==> config.mk <==
export PLATFORM = sky130hd
export DESIGN_NAME = router_ni_packetizer
export DESIGN_NICKNAME = d
export VERILOG_FILES = /design/src/rtl/router_ni_packetizer.sv
export SDC_FILE = /design/constraint.sdc
export NUM_CORES = 1
export LEC_CHECK = 0
export CORE_MARGIN = 2
export CORE_UTILIZATION = 29
export CTS_CLUSTER_DIAMETER = 80
export DETAILED_ROUTE_END_ITERATION = 8
export PLACE_DENSITY = 0.64
export SLEW_MARGIN = 5
export SYNTH_ARGS = -nofsm -noshare
export SYNTH_HDL_FRONTEND = slang
export SYNTH_SLANG_ARGS = --single-unit
==> constraint.sdc <==
create_clock -name clock -period 1.3 [get_ports clock]
set_input_delay 0.325 -clock clock [delete_from_list [all_inputs] [get_ports clock]]
set_output_delay 0.325 -clock clock [all_outputs]
set_load 0.005 [all_outputs]
==> src/rtl/router_ni_packetizer.sv <==
// router_ni_packetizer: turns a (dest, len) command plus payload words into a head/body/tail flit stream
// Ports: clock, reset (sync, active-high); cmd_valid_i/cmd_ready_o/cmd_dest_i/cmd_len_i command;
// data_valid_i/data_ready_o/data_i payload; flit_o/flit_valid_o/flit_ready_i router local input.
// Optional ROUTER_NI_STATS_EN adds pkt_count_o/flit_count_o accepted-flit statistics.
module router_ni_packetizer #(
    parameter int TYPE_W = 2,
    parameter int DATA_W = 32,
    parameter int DEST_W = 8,
    parameter int LEN_W  = 8
) (
    input  logic                     clock,
    input  logic                     reset,
    input  logic                     cmd_valid_i,
    output logic                     cmd_ready_o,
    input  logic [DEST_W-1:0]        cmd_dest_i,
    input  logic [LEN_W-1:0]         cmd_len_i,
    input  logic                     data_valid_i,
    output logic                     data_ready_o,
    input  logic [DATA_W-1:0]        data_i,
    output logic [TYPE_W+DATA_W-1:0] flit_o,
    output logic                     flit_valid_o,
    input  logic                     flit_ready_i
`ifdef ROUTER_NI_STATS_EN
    ,
    output logic [31:0]              pkt_count_o,
    output logic [31:0]              flit_count_o
`endif
);
    localparam logic [TYPE_W-1:0] T_BODY   = TYPE_W'(0);
    localparam logic [TYPE_W-1:0] T_HEAD   = TYPE_W'(1);
    localparam logic [TYPE_W-1:0] T_TAIL   = TYPE_W'(2);
    localparam logic [TYPE_W-1:0] T_SINGLE = TYPE_W'(3);

    typedef enum logic {IDLE, PAYLOAD} state_t;
    state_t state, state_next;

    logic [LEN_W-1:0]  remaining;
    logic [DATA_W-1:0] head_data;
    logic              load_ok, cmd_fire, data_fire, last_word;

    // The slot can be reloaded whenever it is empty or draining this cycle.
    always_comb begin
        load_ok      = !flit_valid_o || flit_ready_i;
        cmd_ready_o  = (state == IDLE) && load_ok;
        data_ready_o = (state == PAYLOAD) && load_ok;
        cmd_fire     = cmd_valid_i && cmd_ready_o;
        data_fire    = data_valid_i && data_ready_o;
        last_word    = remaining == LEN_W'(1);
        head_data    = '0;
        head_data[DATA_W-1 -: DEST_W] = cmd_dest_i;
        head_data[LEN_W-1:0]          = cmd_len_i;
        state_next   = state;
        if (cmd_fire && cmd_len_i != '0)
            state_next = PAYLOAD;
        else if (data_fire && last_word)
            state_next = IDLE;
    end

    always_ff @(posedge clock)
        state <= reset ? IDLE : state_next;

    always_ff @(posedge clock) begin
        if (reset) begin
            flit_valid_o <= 1'b0;
            flit_o       <= '0;
            remaining    <= '0;
        end else if (cmd_fire) begin
            flit_o       <= {cmd_len_i == '0 ? T_SINGLE : T_HEAD, head_data};
            flit_valid_o <= 1'b1;
            remaining    <= cmd_len_i;
        end else if (data_fire) begin
            flit_o       <= {last_word ? T_TAIL : T_BODY, data_i};
            flit_valid_o <= 1'b1;
            remaining    <= remaining - LEN_W'(1);
        end else if (flit_ready_i) begin
            flit_valid_o <= 1'b0;
        end
    end

`ifdef ROUTER_NI_STATS_EN
    // HEAD and SINGLE both carry a 1 in the type LSB, marking a packet start.
    always_ff @(posedge clock) begin
        if (reset) begin
            pkt_count_o  <= '0;
            flit_count_o <= '0;
        end else if (flit_valid_o && flit_ready_i) begin
            flit_count_o <= flit_count_o + 32'd1;
            if (flit_o[DATA_W])
                pkt_count_o <= pkt_count_o + 32'd1;
        end
    end
`endif
endmodule

==> results.cfg <==
[drt]
routed_via_density = 4.78
vias = 2059
postRouteAntennaNets = 0
drt_iter0_drc = 66
drc = 0
wire_per_inst_um = 13.7
totalWireLength_um = 5900
dr.pass1.iters = 4

[pwr]
ir_worst_vdd_mv = 0.410
p_total_mw = 3.41
power_leakage_nw = 1.53
power.density_mw_per_mm2 = 940

[clock_tree]
cts_hold_buf = 0
cts_sinks = 44
cts_tree = done
cts_buffers = 5
insertion_delay_ps = 290
clk_pin_slew_worst_paths_ps = 80
cts.htree.levels = 2
cts_buffer_depth = 2
clock_tree.root_cell = clkbuf_8

[hold_path]
min_path_type = register to register
worstHoldPathCells = 2
worst_hold_startpoint = flit_o[30]
min_to = flit_o[30]

[worst_setup_path]
end_kind = register
path_class = register to register
rr_endpoint = flit_o[33]
r2r-start = remaining[1]
worstPathArrival_ps = 1610
crit_path_start_kind = register
crit_required_ps = 1520
critPathMaxFanout = 2
r2r_slack_ps = -90
reg2regPathDepth = 6

[global_route]
grt_pass1_vias = 1911
grtUsageTotal_pct = 15.9
grt_pass1_wl_um = 9050
grt_antenna_before_repair = 0
gr-total-overflow = 0
grt_max_degree = 19

[sta]
finClkSkew_ps = 7.30
hold_viol = 0
setup_viol = 9
finalWorstSetupSlack_ps = -90.5
final.min_clock_period_ps = 1390
rsz0062_at_grt = true
worst_slew_pin_slew_ps = 289
slew_viol_final = 0
min_period_over_period_pct = 107
max_freq_mhz = 719
max_slew_margin_pct = 80.5

[layout]
filler_cell_count = 522
drive_above_1_share_pct = 38.5
nets = 410
area_growth_pct = 99.5
diodes = 0
final_util_pct = 60.5
fin_cells = 431

[status]
failed_checks = negative setup slack
status = complete, but fails checks

[synthesis]
synth_edf_count = 0
yosysSeqAreaShare_pct = 48.5
avgSynthCellArea_um2 = 7.93
synthCells = 229
yosysUniqueCellTypes = 31
async_reset_ff_share_pct = 0
syn-num-nets = 284
ys.flop_type = dfxtp_1
ys.warnings.count = 0
syn_area_mm2 = 0.00182
synth-seq-cells = 44
synth.area.top_cells = dfxtp_1 49%, nand2_1 14%, a21oi_1 8.5%, a31oi_1 4.5%, a22oi_1 3.7%
yosysTopAreaCell = dfxtp_1
synth.top_cell.area_share_pct = 48.5
synth_most_common_cell = nand2_1
synth_common_cells = 69 x nand2_1, 44 x dfxtp_1, 31 x a21oi_1, 13 x a31oi_1

[die]
io_pins = 90
dieArea_mm2 = 0.00691
core_mm2 = 0.00599
rows = 28
start_util_pct = 30.3
die_h_um = 83.1
die_w_um = 83.1

[placed_design]
hpwl_um = 3980
routabilityCongestion = 0.815
portBuffers = 89
dp_cells = 413

[run]
cap_violations = 0
==> layout by cell type (no fill, tap or decap), types with 12 or more instances in the layout <==
cell | Yosys | final
clkdlybuf4s50_1 | 0 | 49
nand2_1 | 69 | 47
dlygate4sd2_1 | 0 | 36
dfxtp_1 | 44 | 29
buf_4 | 1 | 25
a21oi_1 | 31 | 18
a31oi_1 | 13 | 13
a21oi_2 | 0 | 13
dfxtp_2 | 0 | 13
buf_6 | 0 | 13
nand2_4 | 1 | 12
==> layout make-up <==
cell class	count	area [um^2]	area share (%)
sequential	44	905	25.0
clock inverter	2	10.0	0.276
tap	75	93.8	2.59
inverter	4	15.0	0.415
clock buffer	6	82.6	2.28
multi-input combinational	166	1190	32.8
timing repair buffer	134	1330	36.6
==> kinds of logic after synthesis <==
kind of cell	count (synthesis)	share of synthesized area (%)
flops	44	48.5
compound gates	66	21.6
buf+inv	19	4.76
fa+ha+maj	2	1.38
simple gates	98	23.8
==> worst max-delay path, cell delays in order, from the launching register on <==
cell and delay [ps]:
dfxtp_2 330, inv_2 80, buf_6 100, ha_4 130
nand2b_4 60, or4_4 500, a31oi_1 130
==> how the worst max path moves through the flow <==
stage / start / to
6_report: remaining[1] / flit_o[33]
3_5_place_dp: flit_ready_i / data_ready_o
4_1_cts: remaining[1] / flit_o[33]
2_1_floorplan: remaining[0] / remaining[6]
3_3_place_gp: flit_ready_i / data_ready_o
5_1_grt: remaining[1] / flit_o[33]
==> per-stage QoR <==
stage / instance area (um^2) / TNS [ps] / worst slack (ps) / hold slack (ps)
3_5_place_dp: 3050 / -21700 / -632 / 445
2_1_floorplan: 1830 / -14.5 / -14.5 / 453
3_3_place_gp: 3050 / -21650 / -646 / 439
6_report: 3620 / -189 / -90.5 / 450
5_1_grt: 3620 / -1660 / -141 / 465
4_1_cts: 3320 / -215 / -105 / 453
==> repair_timing <==
action / in CTS / in global routing
pin swaps: 15 / 60
endpoints found under the hold margin: 0 / 0
cloned: 2 / 1
setup buffers: 5 / 2
endpoints found under the setup margin: 80 / 45
gates resized for setup: 89 / 74
==> sequential cells by signal, summed over array words and instances, names as in the netlist <==
| register | cells |
|---|---|
| remaining | 8 |
| flit_o | 34 |
| flit_valid_o | 1 |
| state | 1 |
==> per-layer routing <==
metal,GRT usage (%),share of wire (%)
met1,19.5,45
met2,27.1,49
met3,5.57,6.0
met4,3.13,0.32
met5,0,0
==> power by group <==
group / switching, mW / internal [mW] / leakage [nW]
Clock: 0.455 / 0.424 / 0.0510
Combinational: 0.452 / 0.576 / 1.11
Sequential: 0.0566 / 1.44 / 0.367
(Power assumes the default switching activity.)
